`src/rtl/menu_uart_pkg.sv`:
```
// -----------------------------------------------------------------------------
// menu_uart_pkg
// Shared definitions for the menu -> Arduino UART link.
//   - tx_state_e : transmitter FSM states (IDLE, START, DATA, STOP)
//   - FRAME_W / SEL_W / VAL_W : frame and field widths
//   - *_LSB / RSV_BIT : bit positions of the fields inside the frame byte
//   - calc_div() / DEFAULT_DIV : clock cycles per UART bit (truncated)
//   - pack_frame() : builds the frame byte from the menu group and position
// -----------------------------------------------------------------------------
package menu_uart_pkg;

   typedef enum logic [1:0] {
      ST_IDLE  = 2'd0,
      ST_START = 2'd1,
      ST_DATA  = 2'd2,
      ST_STOP  = 2'd3
   } tx_state_e;

   localparam int FRAME_W = 8;
   localparam int SEL_W   = 3;
   localparam int VAL_W   = 4;

   // Frame layout: [7] reserved (always 0), [6:4] menu group, [3:0] position
   localparam int VAL_LSB = 0;
   localparam int SEL_LSB = VAL_LSB + VAL_W;
   localparam int RSV_BIT = SEL_LSB + SEL_W;

   // Cycles per bit; integer division truncates, which is the intended rounding.
   function automatic int calc_div(input int clk_freq, input int baud);
      return clk_freq / baud;
   endfunction

   localparam int DEFAULT_DIV = calc_div(50000000, 9600);

   function automatic logic [FRAME_W-1:0] pack_frame(
      input logic [SEL_W-1:0] sel,
      input logic [VAL_W-1:0] val
   );
      logic [FRAME_W-1:0] f;
      f = '0;
      f[SEL_LSB +: SEL_W] = sel;
      f[VAL_LSB +: VAL_W] = val;
      f[RSV_BIT]          = 1'b0;
      return f;
   endfunction

endpackage

```
`src/rtl/baud_counter.sv`:
```
// -----------------------------------------------------------------------------
// baud_counter
// Free-running modulo-DIV counter that paces one UART bit period.
// Ports:
//   clock : system clock, rising edge
//   reset : asynchronous, active-low reset (count returns to 0)
//   clear : synchronous restart; next count is 0
//   tick  : high while the count equals DIV-1 (last cycle of a bit period)
// -----------------------------------------------------------------------------
module baud_counter #(
   parameter int DIV = 8
) (
   input  logic clock,
   input  logic reset,
   input  logic clear,
   output logic tick
);

   localparam int CNT_W = (DIV > 1) ? $clog2(DIV) : 1;
   localparam logic [CNT_W-1:0] CNT_LAST = CNT_W'(DIV - 1);

   logic [CNT_W-1:0] cnt_q;
   logic [CNT_W-1:0] cnt_d;

   always_comb begin
      cnt_d = cnt_q + 1'b1;
      // Explicit wrap: DIV need not be a power of two.
      if (clear || (cnt_q == CNT_LAST)) begin
         cnt_d = '0;
      end
   end

   always_ff @(posedge clock or negedge reset) begin
      if (!reset) begin
         cnt_q <= '0;
      end else begin
         cnt_q <= cnt_d;
      end
   end

   assign tick = (cnt_q == CNT_LAST);

endmodule

```
`src/rtl/menu_arduino_tx.sv`:
```
// -----------------------------------------------------------------------------
// menu_arduino_tx
// Sends the current menu selection to the Arduino as one 8N1 UART byte
// {0, menu_sel, menu_value} whenever the pair differs from the last byte sent,
// after reset, or on a force_send pulse.
// Ports:
//   clock      : system clock, rising edge
//   reset      : asynchronous, active-low reset (aborts any frame, line high)
//   menu_sel   : menu group currently shown (3 bits)
//   menu_value : encoded position within the group (4 bits)
//   force_send : one-cycle resend request, honoured only while idle
//   tx         : UART line, idle high
//   busy       : high from first start-bit cycle to last stop-bit cycle
//   sent       : one-cycle pulse on the final cycle of the last stop bit
// -----------------------------------------------------------------------------
module menu_arduino_tx
   import menu_uart_pkg::*;
#(
   parameter int CLK_FREQ  = 50000000,
   parameter int BAUD      = 9600,
   parameter int STOP_BITS = 1
) (
   input  logic             clock,
   input  logic             reset,
   input  logic [SEL_W-1:0] menu_sel,
   input  logic [VAL_W-1:0] menu_value,
   input  logic             force_send,
   output logic             tx,
   output logic             busy,
   output logic             sent
);

   localparam int DIV = calc_div(CLK_FREQ, BAUD);

   // Stop-bit index is one bit wide; its terminal value depends on STOP_BITS.
   localparam logic STOP_LAST = (STOP_BITS >= 2) ? 1'b1 : 1'b0;
   localparam logic [2:0] LAST_BIT = 3'(FRAME_W - 1);

   tx_state_e          state_q,  state_d;
   logic [FRAME_W-1:0] shift_q,  shift_d;
   logic [FRAME_W-1:0] last_q,   last_d;
   logic               boot_q,   boot_d;
   logic [2:0]         idx_q,    idx_d;
   logic               stop_q,   stop_d;

   logic [FRAME_W-1:0] frame;
   logic               trigger;
   logic               tick;
   logic               cnt_clear;

   assign frame   = pack_frame(menu_sel, menu_value);
   assign trigger = (frame != last_q) || force_send || boot_q;

   // Counter sits at 0 while idle and restarts on every state change so each
   // state's first bit gets a full DIV cycles.
   assign cnt_clear = (state_q == ST_IDLE) || (state_d != state_q);

   baud_counter #(
      .DIV (DIV)
   ) u_baud (
      .clock (clock),
      .reset (reset),
      .clear (cnt_clear),
      .tick  (tick)
   );

   // Next-state and datapath
   always_comb begin
      state_d = state_q;
      shift_d = shift_q;
      last_d  = last_q;
      boot_d  = boot_q;
      idx_d   = idx_q;
      stop_d  = stop_q;

      case (state_q)
         ST_IDLE: begin
            if (trigger) begin
               shift_d = frame;
               last_d  = frame;
               boot_d  = 1'b0;
               state_d = ST_START;
            end
         end

         ST_START: begin
            if (tick) begin
               idx_d   = '0;
               state_d = ST_DATA;
            end
         end

         ST_DATA: begin
            if (tick) begin
               shift_d = shift_q >> 1;
               if (idx_q == LAST_BIT) begin
                  stop_d  = 1'b0;
                  state_d = ST_STOP;
               end else begin
                  idx_d = idx_q + 3'd1;
               end
            end
         end

         ST_STOP: begin
            if (tick) begin
               if (stop_q == STOP_LAST) begin
                  state_d = ST_IDLE;
               end else begin
                  stop_d = 1'b1;
               end
            end
         end

         default: begin
            state_d = ST_IDLE;
         end
      endcase
   end

   // Outputs decode registered state only, so reset drives them at once.
   always_comb begin
      tx   = 1'b1;
      busy = (state_q != ST_IDLE);
      sent = 1'b0;
      case (state_q)
         ST_START: tx = 1'b0;
         ST_DATA:  tx = shift_q[0];
         ST_STOP:  sent = tick && (stop_q == STOP_LAST);
         default:  tx = 1'b1;
      endcase
   end

   always_ff @(posedge clock or negedge reset) begin
      if (!reset) begin
         state_q <= ST_IDLE;
         shift_q <= '0;
         last_q  <= '0;
         boot_q  <= 1'b1;
         idx_q   <= '0;
         stop_q  <= 1'b0;
      end else begin
         state_q <= state_d;
         shift_q <= shift_d;
         last_q  <= last_d;
         boot_q  <= boot_d;
         idx_q   <= idx_d;
         stop_q  <= stop_d;
      end
   end

endmodule

```
`config.mk`:
```
export PLATFORM = sky130hd
export DESIGN_NAME = menu_arduino_tx
export DESIGN_NICKNAME = d
export VERILOG_FILES = /design/src/rtl/menu_uart_pkg.sv /design/src/rtl/baud_counter.sv /design/src/rtl/menu_arduino_tx.sv
export SDC_FILE = /design/constraint.sdc
export NUM_CORES = 1
export LEC_CHECK = 0
export CAP_MARGIN = 20
export CORE_MARGIN = 10
export CORE_UTILIZATION = 40
export DETAILED_ROUTE_END_ITERATION = 8
export DONT_BUFFER_PORTS = 1
export PLACE_DENSITY = 0.54
export SYNTH_ARGS = -nofsm -noshare
export SYNTH_HDL_FRONTEND = slang
export SYNTH_SLANG_ARGS = --single-unit
```
`constraint.sdc`:
```
create_clock -name clock -period 4 [get_ports clock]
set_clock_uncertainty 0.1 [all_clocks]
set_input_delay 0.4 -clock clock [delete_from_list [all_inputs] [get_ports clock]]
set_output_delay 0.4 -clock clock [all_outputs]
set_load 0.02 [all_outputs]
```
== Word-level counts from Yosys, hierarchy flattened ==
Cells that the tools add are included.
Storage, ports and cells
  register bits after elaboration: 35
Cells by class
  add/subtract/negate cells: 2
  equal/unequal tests: 13
  mux-type cells: 22
  bitwise logic cells: 1
  reductions and logical operators: 14
Operators by type and width (number)
  8-bit 2-to-1 mux: 2
  8-bit one-hot mux with 2 select lines: 1
  13-bit by 1-bit adder with 13-bit output (second input constant): 1
  13-bit == test (second input constant): 1
  13-bit 2-to-1 mux: 1
  2-bit 2-to-1 mux: 6
  2-bit != test (second input constant): 6
  3-bit 2-to-1 mux: 3
  2-bit one-hot mux with 4 select lines: 1
  4-bit AND reduction: 2
  2-bit nonzero test: 4
  7-bit != test: 1
  3-bit one-hot mux with 2 select lines: 1
  1-bit 2-to-1 mux: 5
  2-bit == test (second input constant): 2
  1-bit logical OR: 4
  1-bit one-hot mux with 2 select lines: 2
  3-bit by 1-bit adder with 3-bit output (second input constant): 1
  3-bit == test (second input constant): 1
  3-bit AND reduction: 1
  2-bit by 1-bit == test with 1-bit output (second input constant): 1
  2-bit zero test: 1
  2-bit != test: 1
  2-bit AND reduction: 1
  other kinds (2): 2

== Logic depth before layout (Yosys ltp) ==
  depth after elaboration: 9
  gate-level depth with buffers: 6

== Hierarchy ==
From an unflattened synthesis, not the netlist that was laid out.
Unflattened totals
  cell total of the unflattened synthesis: 168
  area, all modules: 1735.4 sq um
By module, submodules not included
  menu_arduino_tx: times used 1, cells an instance 100, area each 1041.0 sq um, sequential area each 501.7 sq um
  baud_counter: times used 1, cells an instance 68, area each 694.4 sq um, sequential area each 325.3 sq um

== Worst setup path before layout ==
No wires, ideal clock.
  path kind: flip-flop to output port
  start: reg u_baud.cnt_q[0]
  end: out sent
  arrival: 1594 ps
  slack: 1906 ps
  stages on the path, launching flop included: 5
  path buffers: 0
  cell sequence: dfrtp_1 > ha_1 > or4b_4 > nor3_4 > and3_1
Between the ends
  cells in the longest elaborated chain, start to end: 3
RTL lines
  start, declared: line baud_counter.sv:22  | logic [CNT_W-1:0] cnt_q;
  start signal, assigned: line baud_counter.sv:37  | cnt_q <= cnt_d;
  13-bit == test: line baud_counter.sv:41  | assign tick = (cnt_q == CNT_LAST);
  1-bit logical AND: line menu_arduino_tx.sv:129  | ST_STOP: sent = tick && (stop_q == STOP_LAST);
  1-bit 2-to-1 mux: line menu_arduino_tx.sv:126  | case (state_q)
  end, declared: line menu_arduino_tx.sv:30  | output logic sent
No other way between the ends.

== Worst setup path in the final report ==
Same ends and word-level chain as after synthesis.

==> flow_summary_export.csv <==
group,metric,value,unit
clock_network,clock-sinks,33,
worst_setup_path,crit_arrival,2020,ps
route,num_vias,1033,
clock_network,h-tree-depth,2,
finish,final_nets,167,
global_routing,antenna_found_initial,0,
worst_setup_path,slowest_delay,510,ps
worst_setup_path,critPathCaptureType,"output port",
timing,min_period,2520,ps
timing,worst_pin_slew,496,ps
global_routing,grt_pass1_vias,1025,
route,via_per_inst,5.09,
place,dp_cells,193,
worst_setup_path,cp_data_required_time,3500,ps
finish,drive_gt1_frac,0.135,
finish,regArea,827,um2
synth,synth-seq-cells,33,
clock_network,cts_made_buffers,5,
clock_network,root_buffer,"clkbuf_8",
global_routing,grtUsageTotal,0.0855,
die,die_y,83.3,um
timing,layout_worst_path_cycle_share,0.630,
place,post-place-ws,1780,ps
synth,yosysUniqueCellTypes,34,
clock_network,cts_tree,"done",
synth,synthCells,147,
worst_setup_path,cp_cell_sequence,"ha_1, or4b_4, nor3_4, and3_1",
finish,num_antenna_cells,0,
timing,hold_viol_final,0,
synth,syn-num-nets,160,
place,io_buffers,0,
worst_setup_path,crit_path_start_kind,"flop",
route,drc,0,
timing,slew_viol_final,0,
timing,finalWorstSetupSlack,1480,ps
die,dieArea,0.00693,mm2
route,first_pass_iters,4,
route,wl_per_cell,13.8,um
clock_network,cts_resized,0,
die,core,0.00377,mm2
finish,area_growth_syn_to_layout,11.6,%
worst_setup_path,path_max_fanout,7,
clock_network,hold_buffers,2,
worst_setup_path,slowest_stage,"or4b_4",
job,drv_cap,0,
timing,final.setup.tns,0,ps
global_routing,grt_max_degree,34,
pwr,ir_worst_vdd,0.000196,V
global_routing,grt-ovfl-total,0,
route,drt_iter0_drc,77,
finish,post-route-util,0.473,
timing,slew_headroom,0.671,
finish,nFillCells,348,
pwr,p_per_area,344,mW/mm2
synth,avgSynthCellArea,10.9,um2
worst_hold_path,hold_path_class,"input pin to flop",
place,gp_congestion,0.705,
clock_network,max-clock-path-buffers,2,
place,dpl.hpwl,2030,um
timing,fmax,0.397,GHz
worst_setup_path,crit_type,"flop to output port",
status,status,"completed",
synth,netlist_area,0.00160,mm2
route,ant_nets,0,
timing,setup_viol,0,
clock_network,clkLatencyLatePin,280,ps
timing,grt_setup_unrepaired,"no",
pwr,p_leak,0.781,nW
global_routing,grt_first_pass_wirelength,4870,um
die,die_w,83.3,um
clock_network,path_clk_slew,70,ps
route,drt-total-wl,2800,um
clock_network,postCtsSetupBuffers,0,
finish,multiInputGateArea,741,um2
finish,stdcell_count,203,
synth,yosys_warnings,0,
die,io_pins,13,
synth,yosysSeqAreaShare,0.517,
die,num_rows,22,
die,start_util,0.424,
-- power breakdown --
group / switching [mW] / internal (mW)
Sequential: 0 / 0.334
Combinational: 0.00814 / 0.00560
Clock: 0.112 / 0.155
-- cell usage in the layout, fill, tap and decap left out, drive strengths merged, types with 2 or more instances in the layout --
master / Yosys / final
xor2: 8 / 8
dfrtp: 32 / 32
xnor2: 11 / 11
buf: 2 / 2
nand4: 4 / 4
nand3: 7 / 7
nor3: 3 / 3
o2bb2ai: 2 / 2
nand2: 11 / 11
o22a: 6 / 6
clkbuf: 1 / 7
inv: 5 / 5
nand4b: 2 / 2
o21ai: 5 / 5
ha: 3 / 3
mux2: 6 / 6
a22oi: 2 / 2
nor2: 19 / 19
o21a: 6 / 6
-- final timing paths --
check / cells after the start / endpoint / startpoint / slack, ps
min in group asynchronous: 2 / idx_q[0]$_DFFE_PN0P_ / reset / 460
worst max-delay path: 4 / sent / u_baud.cnt_q[0]$_DFF_PN0_ / 1480
max in group asynchronous: 2 / boot_q$_DFFE_PN1P_ / reset / 3110
worst max register to register: 5 / u_baud.cnt_q[9]$_DFF_PN0_ / u_baud.cnt_q[0]$_DFF_PN0_ / 1790
worst min-delay path: 1 / last_q[4]$_DFFE_PN0P_ / menu_sel[0] / 170
worst min register to register: 1 / boot_q$_DFFE_PN1P_ / boot_q$_DFFE_PN1P_ / 380
-- synth_stat cells --
master,instances,area [um2]
nor3_1,1,5.00
a22oi_1,2,15.0
xnor2_1,11,96.3
o2bb2ai_1,2,17.5
mux2_2,6,67.6
dfrtp_1,32,801
mux2i_1,1,10.0
or4b_4,1,13.8
inv_1,5,18.8
and3_1,1,6.26
nor2_1,19,71.3
and2_1,1,6.26
o21ai_1,2,10.0
nand4_1,4,25.0
nor3_2,1,10.0
or2_1,1,6.26
nor3b_2,1,12.5
nand2b_1,1,6.26
and4_1,1,8.76
ha_1,3,37.5
o21a_1,6,45.0
nand4bb_1,1,11.3
nor2b_1,1,6.26
nor3_4,1,16.3
buf_2,2,10.0
clkbuf_1,1,3.75
o22a_1,6,52.6
xor2_1,8,70.1
nand3_1,7,35.0
nand2_1,11,41.3
a21oi_1,1,5.00
nand4b_1,2,17.5
dfstp_2,1,26.3
o21ai_0,3,15.0
-- registers in the layout (all words and copies together) (netlist names) --
register / count
state_q: 2
last_q: 7
u_baud.cnt_q: 13
boot_q: 1
shift_q: 7
idx_q: 3
-- kinds of logic (layout without fill, tap and decap cells) --
group	after synthesis	count (layout)	share of synthesized area
AOI/OAI and AO/OA	22	22	0.100
xor gates and xnor gates	19	19	0.104
adders and majority gates	3	3	0.0235
buffers and inverters	8	16	0.0203
DFF	33	33	0.517
muxes	7	7	0.0485
and+or+nand+nor	55	55	0.187
-- critical path: cells and delay by family, from the launching register on --
family | cells | cell delay [ps]
fa+ha+maj | 1 | 240
simple gates | 3 | 1110
flops | 1 | 390
-- through the flow --
| stage | hold slack (ps) | cell area, um2 | total power, mW |
|---|---|---|---|
| after floorplan | 4.41 | 1600 | 0.344 |
| after global routing | 148 | 1790 | 0.648 |
| after CTS | 155 | 1790 | 0.629 |
| final | 166 | 1790 | 0.615 |
| after global placement | 5.54 | 1650 | 0.345 |
| after detailed placement | 5.55 | 1650 | 0.345 |
-- layout make-up --
class | count | area share
flip-flops and latches | 33 | 0.463
multi-input cells | 106 | 0.415
clock buffers | 7 | 0.0540
well taps | 48 | 0.0336
repair buffers | 3 | 0.0210
inverters | 5 | 0.0105
clock inverters | 1 | 0.00280
-- per-layer routing --
layer | GRT usage | vias to the layer above | wire length (um)
li1 | - | 521 | -
met1 | 0.106 | 496 | 1390
met2 | 0.121 | 12 | 1240
met3 | 0.0400 | 4 | 122
met4 | 0.0415 | 0 | 50
met5 | 0 | - | 0
Note: power is estimated with default switching activity, not from simulation.
